==> config.mk <==
export PLATFORM = sky130hd
export DESIGN_NAME = midi_avl_sched
export DESIGN_NICKNAME = d
export VERILOG_FILES = /design/src/rtl/midi_avl_sched.sv
export SDC_FILE = /design/constraint.sdc
export NUM_CORES = 1
export LEC_CHECK = 0
export ABC_AREA = 1
export CAP_MARGIN = 15
export CORE_ASPECT_RATIO = 2
export CORE_UTILIZATION = 62
export CTS_CLUSTER_SIZE = 25
export DETAILED_ROUTE_END_ITERATION = 10
export GPL_TIMING_DRIVEN = 0
export PLACE_DENSITY = 0.9
export RECOVER_POWER = 25
export SLEW_MARGIN = 5
export SYNTH_ARGS = -nofsm -noshare
export SYNTH_HDL_FRONTEND = slang
export SYNTH_SLANG_ARGS = --single-unit
export TNS_END_PERCENT = 50
==> constraint.sdc <==
create_clock -name CLK -period 5.9 [get_ports CLK]
set_input_delay 1.77 -clock CLK [delete_from_list [all_inputs] [get_ports CLK]]
set_output_delay 1.77 -clock CLK [all_outputs]
set_load 0.02 [all_outputs]
==> src/rtl/midi_avl_sched.sv <==
// midi_avl_sched: merges MIDI messages from two sources (USB MIDI and the
// on-board test sequencer) into single Avalon writes for the synth slave.
// Each source has a small message FIFO; a round-robin arbiter feeds a
// four-state FSM that decodes note on/off, control changes and the
// all-notes-off sweep. Undecodable messages are counted in DROP_CNT.

// Per-source message FIFO; push and pop may happen in the same cycle.
module midi_avl_fifo #(
  parameter int DEPTH = 4
) (
  input  logic        CLK,
  input  logic        RESET,
  input  logic        push,
  input  logic        pop,
  input  logic [23:0] din,
  output logic [23:0] dout,
  output logic        full,
  output logic        empty
);

  localparam int AW = $clog2(DEPTH);
  localparam logic [AW:0]   FULL_CNT = (AW + 1)'(DEPTH);
  localparam logic [AW:0]   ZERO_CNT = (AW + 1)'(0);
  localparam logic [AW:0]   CNT_ONE  = (AW + 1)'(1);
  localparam logic [AW-1:0] PTR_ZERO = (AW)'(0);
  localparam logic [AW-1:0] PTR_ONE  = (AW)'(1);

  logic [23:0]   mem_r [DEPTH];
  logic [AW-1:0] wr_ptr_r;
  logic [AW-1:0] rd_ptr_r;
  logic [AW:0]   cnt_r;
  logic          do_push_s;
  logic          do_pop_s;

  assign full      = (cnt_r == FULL_CNT);
  assign empty     = (cnt_r == ZERO_CNT);
  assign dout      = mem_r[rd_ptr_r];
  assign do_pop_s  = pop && !empty;
  // A full FIFO can still take a message when one leaves in the same cycle.
  assign do_push_s = push && (!full || do_pop_s);

  // Storage array; contents are don't-care while the count says empty.
  always_ff @(posedge CLK) begin
    if (do_push_s) begin
      mem_r[wr_ptr_r] <= din;
    end
  end

  // Pointers and occupancy count.
  always_ff @(posedge CLK or posedge RESET) begin
    if (RESET) begin
      wr_ptr_r <= PTR_ZERO;
      rd_ptr_r <= PTR_ZERO;
      cnt_r    <= ZERO_CNT;
    end else begin
      if (do_push_s) begin
        wr_ptr_r <= wr_ptr_r + PTR_ONE;
      end
      if (do_pop_s) begin
        rd_ptr_r <= rd_ptr_r + PTR_ONE;
      end
      case ({do_push_s, do_pop_s})
        2'b10:   cnt_r <= cnt_r + CNT_ONE;
        2'b01:   cnt_r <= cnt_r - CNT_ONE;
        default: cnt_r <= cnt_r;
      endcase
    end
  end

endmodule

// Scheduler top: two FIFOs, round-robin grant, decode FSM, Avalon master.
module midi_avl_sched #(
  parameter int FIFO_DEPTH = 4,
  parameter int MIDI_CH    = 0
) (
  input  logic        CLK,
  input  logic        RESET,
  input  logic        ENABLE,
  input  logic        A_VALID,
  input  logic [23:0] A_MSG,
  output logic        A_READY,
  input  logic        B_VALID,
  input  logic [23:0] B_MSG,
  output logic        B_READY,
  output logic        AVL_WRITE,
  output logic [7:0]  AVL_ADDR,
  output logic [31:0] AVL_WRITEDATA,
  output logic        SWEEP_ACTIVE,
  output logic [7:0]  DROP_CNT
);

  localparam logic [3:0] CH = 4'(MIDI_CH);

  typedef enum logic [1:0] {
    ST_IDLE   = 2'd0,
    ST_DECODE = 2'd1,
    ST_WRITE  = 2'd2,
    ST_SWEEP  = 2'd3
  } state_t;

  typedef enum logic [1:0] {
    DEC_DROP  = 2'd0,
    DEC_WRITE = 2'd1,
    DEC_SWEEP = 2'd2
  } dec_t;

  state_t      state_r;
  logic [23:0] msg_r;
  logic        last_grant_r;   // 1'b0 = A granted last, 1'b1 = B
  logic [6:0]  sweep_cnt_r;
  logic        avl_write_r;
  logic [7:0]  avl_addr_r;
  logic [31:0] avl_data_r;
  logic        sweep_active_r;
  logic [7:0]  drop_cnt_r;

  logic [23:0] a_dout_s;
  logic [23:0] b_dout_s;
  logic        a_full_s;
  logic        b_full_s;
  logic        a_empty_s;
  logic        b_empty_s;
  logic        grant_a_s;
  logic        grant_b_s;

  dec_t        dec_kind_s;
  logic [7:0]  dec_addr_s;
  logic [31:0] dec_data_s;
  logic [7:0]  status_s;
  logic [7:0]  data1_s;
  logic [7:0]  data2_s;

  assign A_READY = !a_full_s;
  assign B_READY = !b_full_s;

  midi_avl_fifo #(.DEPTH(FIFO_DEPTH)) u_fifo_a (
    .CLK   (CLK),
    .RESET (RESET),
    .push  (A_VALID && !a_full_s),
    .pop   (grant_a_s),
    .din   (A_MSG),
    .dout  (a_dout_s),
    .full  (a_full_s),
    .empty (a_empty_s)
  );

  midi_avl_fifo #(.DEPTH(FIFO_DEPTH)) u_fifo_b (
    .CLK   (CLK),
    .RESET (RESET),
    .push  (B_VALID && !b_full_s),
    .pop   (grant_b_s),
    .din   (B_MSG),
    .dout  (b_dout_s),
    .full  (b_full_s),
    .empty (b_empty_s)
  );

  // Round-robin grant: only from IDLE with ENABLE high; alternate when both wait.
  always_comb begin
    grant_a_s = 1'b0;
    grant_b_s = 1'b0;
    if ((state_r == ST_IDLE) && ENABLE) begin
      if (!a_empty_s && !b_empty_s) begin
        if (last_grant_r) begin
          grant_a_s = 1'b1;
        end else begin
          grant_b_s = 1'b1;
        end
      end else if (!a_empty_s) begin
        grant_a_s = 1'b1;
      end else if (!b_empty_s) begin
        grant_b_s = 1'b1;
      end else begin
        grant_a_s = 1'b0;
        grant_b_s = 1'b0;
      end
    end else begin
      grant_a_s = 1'b0;
      grant_b_s = 1'b0;
    end
  end

  assign status_s = msg_r[23:16];
  assign data1_s  = msg_r[15:8];
  assign data2_s  = msg_r[7:0];

  // Classify the held message and form its Avalon address and data.
  always_comb begin
    dec_kind_s = DEC_DROP;
    dec_addr_s = 8'h00;
    dec_data_s = 32'h0000_0000;
    if ((status_s[3:0] != CH) || data1_s[7] || data2_s[7]) begin
      dec_kind_s = DEC_DROP;
    end else begin
      case (status_s[7:4])
        4'h9: begin
          // Note-on with zero velocity is a note-off; bit 7 carries on/off.
          dec_kind_s = DEC_WRITE;
          dec_addr_s = {1'b0, data1_s[6:0]};
          dec_data_s = {24'h00_0000, (data2_s != 8'h00), data2_s[6:0]};
        end
        4'h8: begin
          dec_kind_s = DEC_WRITE;
          dec_addr_s = {1'b0, data1_s[6:0]};
          dec_data_s = {24'h00_0000, 1'b0, data2_s[6:0]};
        end
        4'hB: begin
          if ((data1_s >= 8'd16) && (data1_s <= 8'd21)) begin
            // CC 16..21 are 0x10..0x15, so the low three bits are the index.
            dec_kind_s = DEC_WRITE;
            dec_addr_s = {5'b10000, data1_s[2:0]};
            dec_data_s = {12'h000, data2_s[6:0], 13'h0000};
          end else if (data1_s == 8'd64) begin
            dec_kind_s = DEC_WRITE;
            dec_addr_s = 8'h86;
            dec_data_s = {25'h000_0000, data2_s[6:0]};
          end else if (data1_s == 8'd123) begin
            dec_kind_s = DEC_SWEEP;
          end else begin
            dec_kind_s = DEC_DROP;
          end
        end
        default: dec_kind_s = DEC_DROP;
      endcase
    end
  end

  // Scheduler FSM with registered Avalon outputs, drop counter and sweep counter.
  always_ff @(posedge CLK or posedge RESET) begin
    if (RESET) begin
      state_r        <= ST_IDLE;
      msg_r          <= 24'h00_0000;
      last_grant_r   <= 1'b0;
      sweep_cnt_r    <= 7'd0;
      avl_write_r    <= 1'b0;
      avl_addr_r     <= 8'h00;
      avl_data_r     <= 32'h0000_0000;
      sweep_active_r <= 1'b0;
      drop_cnt_r     <= 8'h00;
    end else begin
      case (state_r)
        ST_IDLE: begin
          avl_write_r <= 1'b0;
          if (grant_a_s) begin
            msg_r        <= a_dout_s;
            last_grant_r <= 1'b0;
            state_r      <= ST_DECODE;
          end else if (grant_b_s) begin
            msg_r        <= b_dout_s;
            last_grant_r <= 1'b1;
            state_r      <= ST_DECODE;
          end else begin
            state_r <= ST_IDLE;
          end
        end
        ST_DECODE: begin
          case (dec_kind_s)
            DEC_WRITE: begin
              avl_write_r <= 1'b1;
              avl_addr_r  <= dec_addr_s;
              avl_data_r  <= dec_data_s;
              state_r     <= ST_WRITE;
            end
            DEC_SWEEP: begin
              // First sweep write (key 0) is presented in the first SWEEP cycle.
              avl_write_r    <= 1'b1;
              avl_addr_r     <= 8'h00;
              avl_data_r     <= 32'h0000_0000;
              sweep_active_r <= 1'b1;
              sweep_cnt_r    <= 7'd0;
              state_r        <= ST_SWEEP;
            end
            default: begin
              if (drop_cnt_r != 8'hFF) begin
                drop_cnt_r <= drop_cnt_r + 8'd1;
              end else begin
                drop_cnt_r <= drop_cnt_r;
              end
              state_r <= ST_IDLE;
            end
          endcase
        end
        ST_WRITE: begin
          avl_write_r <= 1'b0;
          state_r     <= ST_IDLE;
        end
        ST_SWEEP: begin
          if (sweep_cnt_r == 7'd127) begin
            avl_write_r    <= 1'b0;
            sweep_active_r <= 1'b0;
            sweep_cnt_r    <= 7'd0;
            state_r        <= ST_IDLE;
          end else begin
            avl_write_r <= 1'b1;
            avl_addr_r  <= {1'b0, sweep_cnt_r + 7'd1};
            sweep_cnt_r <= sweep_cnt_r + 7'd1;
            state_r     <= ST_SWEEP;
          end
        end
        default: begin
          avl_write_r    <= 1'b0;
          sweep_active_r <= 1'b0;
          state_r        <= ST_IDLE;
        end
      endcase
    end
  end

  assign AVL_WRITE     = avl_write_r;
  assign AVL_ADDR      = avl_addr_r;
  assign AVL_WRITEDATA = avl_data_r;
  assign SWEEP_ACTIVE  = sweep_active_r;
  assign DROP_CNT      = drop_cnt_r;

endmodule

==> insert_results.sql <==
INSERT INTO impl_metrics (metric_group, metric, value, unit) VALUES
('final_layout', 'layout.nets', '1218', ''),
('placed_design', 'place.detailed.hpwl', '18600', 'microns'),
('placed_design', 'finalWeightedCongestion', '0.900', ''),
('sta', 'fin_worst_skew', '0.0163', 'ns'),
('worst_setup_path', 'endpoint_kind', 'register', ''),
('worst_setup_path', 'worst_setup_path_start_kind', 'input port', ''),
('placed_design', 'post-place-ws', '1.73', 'ns'),
('synth', 'synth_area', '11400', 'sq um'),
('power_and_ir_drop', 'static_power_due_to_leakage', '5.35', 'nW'),
('drt', 'first_iter_violations', '605', ''),
('synth', 'synth_cell_type_count', '33', ''),
('synth', 'synth-edff-count', '192', ''),
('sta', 'min_period', '3.68', 'ns'),
('power_and_ir_drop', 'peakVddDrop', '0.000401', 'V'),
('floorplan', 'fp.dieArea', '19000', 'sq um'),
('cts', 'clock_edge_transition_at_the_registers_on_the_reported_setup_and_hold_paths', '0.07', 'ns'),
('synth', 'synth_area_leader_cell', 'sky130_fd_sc_hd__edfxtp_1', ''),
('drt', 'vias_per_cell', '5.80', ''),
('synth', 'synthArstFlopShare', '29.7', '%'),
('final_layout', 'fill_cells', '1068', ''),
('grt', 'number_of_antenna_violations_at_the_first_check_in_global_routing', '0', ''),
('floorplan', 'die_h', '194', 'microns'),
('sta', 'timing_max_transition_violations_final', '0', ''),
('worst_setup_path', 'crit_fanout', '10', ''),
('drt', 'detail_route.drc_violations', '12', ''),
('floorplan', 'initial_utilization', '62.8', '%'),
('synth', 'synth_fa_ha_area_share', '1.77', '%'),
('synth', 'synth_mux_area_share', '0', '%'),
('power_and_ir_drop', 'share_clk_of_total_power', '25.6', '%'),
('drt', 'drtAntennaViolNets', '0', ''),
('synth', 'synth_top_cells_by_area', 'sky130_fd_sc_hd__edfxtp_1 (50%), sky130_fd_sc_hd__dfrtp_1 (18%), sky130_fd_sc_hd__nor2_1 (6.9%), sky130_fd_sc_hd__o21ai_0 (4.9%), sky130_fd_sc_hd__nand2_1 (3.7%)', ''),
('final_layout', 'seq_area', '7790', 'sq um'),
('synth', 'yosys.area_share.xor_xnor', '1.28', '%'),
('cts', 'cts_post_setup_buffers_inserted', '0', ''),
('worst_setup_path', 'critPathRequiredTime', '6.30', 'ns'),
('sta', 'fin_setup_tns', '0', 'ns'),
('drt', 'drt-pass1-iter-count', '8', ''),
('final_layout', 'utilization', '75.3', '%'),
('power_and_ir_drop', 'seq_power_share', '41.2', '%'),
('sta', 'setup_ws', '2.22', 'ns'),
('final_layout', 'number_of_antenna_repair_diodes', '0', ''),
('final_layout', 'area_growth_syn_to_layout', '19.8', '%'),
('worst_hold_path', 'holdCritPathClass', 'register to register', ''),
('synth', 'synth_seq_cells', '273', ''),
('cts', 'cts.repair.resized', '0', ''),
('sta', 'worst-slew-pin-transition', '0.917', 'ns'),
('cts', 'clock_tree.root_cell', 'sky130_fd_sc_hd__clkbuf_16', ''),
('synth', 'post-synth-top-area-fraction', '50.4', '%'),
('power_and_ir_drop', 'cellPowerDensity', '482', 'nW/um^2'),
('sta', 'max_clock_freq', '0.272', 'GHz'),
('sta', 'slew_headroom', '38.8', '%'),
('cts', 'htree_num_levels', '1', ''),
('power_and_ir_drop', 'netSwitchingPower', '2.37', 'mW'),
('synth', 'post_synth.cell_area_avg', '11.3', 'sq um'),
('cts', 'tritoncts', 'built', ''),
('power_and_ir_drop', 'power.share.combinational', '33.2', '%'),
('floorplan', 'num_io_pins', '105', ''),
('grt', 'grt_overflow_total', '0', ''),
('outcome', 'outcome', 'complete, but fails checks', ''),
('drt', 'vias', '8027', ''),
('final_layout', 'multi_input_area', '3130', 'sq um'),
('synth', 'synth_flop_cell', 'sky130_fd_sc_hd__edfxtp_1', ''),
('synth', 'post-synth-top-count-cell', 'sky130_fd_sc_hd__nor2_1', ''),
('drt', 'postRouteWirelength', '26800', 'microns'),
('cts', 'cts_buffer_depth', '3', ''),
('sta', 'hold_viol_final', '0', ''),
('cts', 'clk_latency', '0.52', 'ns'),
('final_layout', 'post_route_cells_drive_above_1_share', '11.3', '%'),
('floorplan', 'placement_rows', '70', ''),
('synth', 'syn_inst', '1012', ''),
('outcome', 'failed_checks', 'DRC', '');
## flip-flops by register name (all words and copies together) (netlist names), 3 cells and up
signal	count
AVL_ADDR	8
sweep_cnt_r	7
AVL_WRITEDATA	15
u_fifo_b.cnt_r	3
msg_r	24
u_fifo_a.mem_r	96
u_fifo_b.mem_r	96
DROP_CNT	8
u_fifo_a.cnt_r	3
## area by class of cell
| cell class | count | area share [%] |
|---|---|---|
| buffer | 55 | 2.51 |
| clock buffer | 26 | 4.59 |
| clock inverter | 18 | 1.67 |
| inverter | 67 | 1.85 |
| multi-input combinational | 633 | 22.9 |
| sequential | 273 | 56.8 |
| tap | 216 | 1.97 |
| timing repair buffer | 96 | 7.70 |
## layout by cell type, fill, tap and decap left out, types with 5 or more instances in the layout
cell type and count:
sky130_fd_sc_hd__a21oi_1 11, sky130_fd_sc_hd__buf_2 11, sky130_fd_sc_hd__buf_4 25, sky130_fd_sc_hd__buf_8 5, sky130_fd_sc_hd__bufinv_16 5, sky130_fd_sc_hd__clkbuf_1 16
sky130_fd_sc_hd__clkbuf_16 25, sky130_fd_sc_hd__clkdlybuf4s50_1 50, sky130_fd_sc_hd__conb_1 17, sky130_fd_sc_hd__dfrtp_1 81, sky130_fd_sc_hd__dlygate4sd3_1 37, sky130_fd_sc_hd__edfxtp_1 192
sky130_fd_sc_hd__ha_1 13, sky130_fd_sc_hd__inv_1 55, sky130_fd_sc_hd__inv_2 10, sky130_fd_sc_hd__nand2_1 113, sky130_fd_sc_hd__nand3_1 38, sky130_fd_sc_hd__nand3_2 5
sky130_fd_sc_hd__nor2_1 201, sky130_fd_sc_hd__nor2_2 14, sky130_fd_sc_hd__o21ai_0 113, sky130_fd_sc_hd__o21ai_1 35, sky130_fd_sc_hd__o22a_1 9, sky130_fd_sc_hd__o22ai_1 26
sky130_fd_sc_hd__xor2_1 11
## layer usage
layer | vias to the layer above | routed length (microns) | track usage (%)
met5 | - | 0 | 0
met4 | 0 | 1950 | 20.3
met3 | 95 | 1380 | 3.14
met2 | 389 | 14600 | 52.9
met1 | 3831 | 8820 | 30.4
li1 | 3712 | - | -
## cells by family after synthesis
group / count (synthesis)
compound gates: 195
xor+xnor: 15
fa+ha+maj: 15
buf+inv: 122
flops: 273
other cells: 1
simple gates: 391
## path summary, 6_finish.rpt
kind,from,end,slack [ns],cells past startpoint
min reg2reg,AVL_WRITE$_DFFE_PP0P_,AVL_WRITE$_DFFE_PP0P_,0.48,2
max,ENABLE,u_fifo_a.cnt_r[2]$_DFFE_PP0P_,2.22,12
min,AVL_WRITE$_DFFE_PP0P_,AVL_WRITE$_DFFE_PP0P_,0.48,2
max reg2reg,msg_r[13]$_DFFE_PP0P_,AVL_WRITEDATA[2]$_DFFE_PP0P_,3.30,12
min in group asynchronous,RESET,AVL_WRITEDATA[4]$_DFFE_PP0P_,1.82,2
max in group asynchronous,RESET,DROP_CNT[0]$_DFFE_PP0P_,3.34,3
## worst max-delay path, stage by stage
cell and delay (ns):
sky130_fd_sc_hd__clkdlybuf4s50_1 0.47, sky130_fd_sc_hd__nand3_1 0.10, sky130_fd_sc_hd__inv_2 0.08, sky130_fd_sc_hd__nand3_2 0.20
sky130_fd_sc_hd__inv_2 0.23, sky130_fd_sc_hd__buf_6 0.18, sky130_fd_sc_hd__ha_1 0.15, sky130_fd_sc_hd__inv_1 0.07
sky130_fd_sc_hd__fa_1 0.38, sky130_fd_sc_hd__a21oi_1 0.16, sky130_fd_sc_hd__o21ai_0 0.12, sky130_fd_sc_hd__xor2_1 0.15
## stage by stage
stage               cell area, sq um  total power [mW]  hold WS [ns]  std cells
floorplan                      11500              4.10         0.450       1028
global placement               12600              4.70         0.464       1331
detailed placement             12900              4.88         0.470       1340
CTS                            13700              6.57         0.487       1384
global route                   13700              6.92         0.501       1384
finish                         13700              6.61         0.482       1384
## power by group through the flow
stage | Sequential, mW | Clock, mW | Combinational [mW]
floorplan | 2.72 | 0 | 1.37
global placement | 2.74 | 0 | 1.96
detailed placement | 2.75 | 0 | 2.13
CTS | 2.71 | 1.68 | 2.18
global route | 2.75 | 1.77 | 2.40
finish | 2.72 | 1.69 | 2.20
Note: power is estimated with default switching activity, not from simulation.
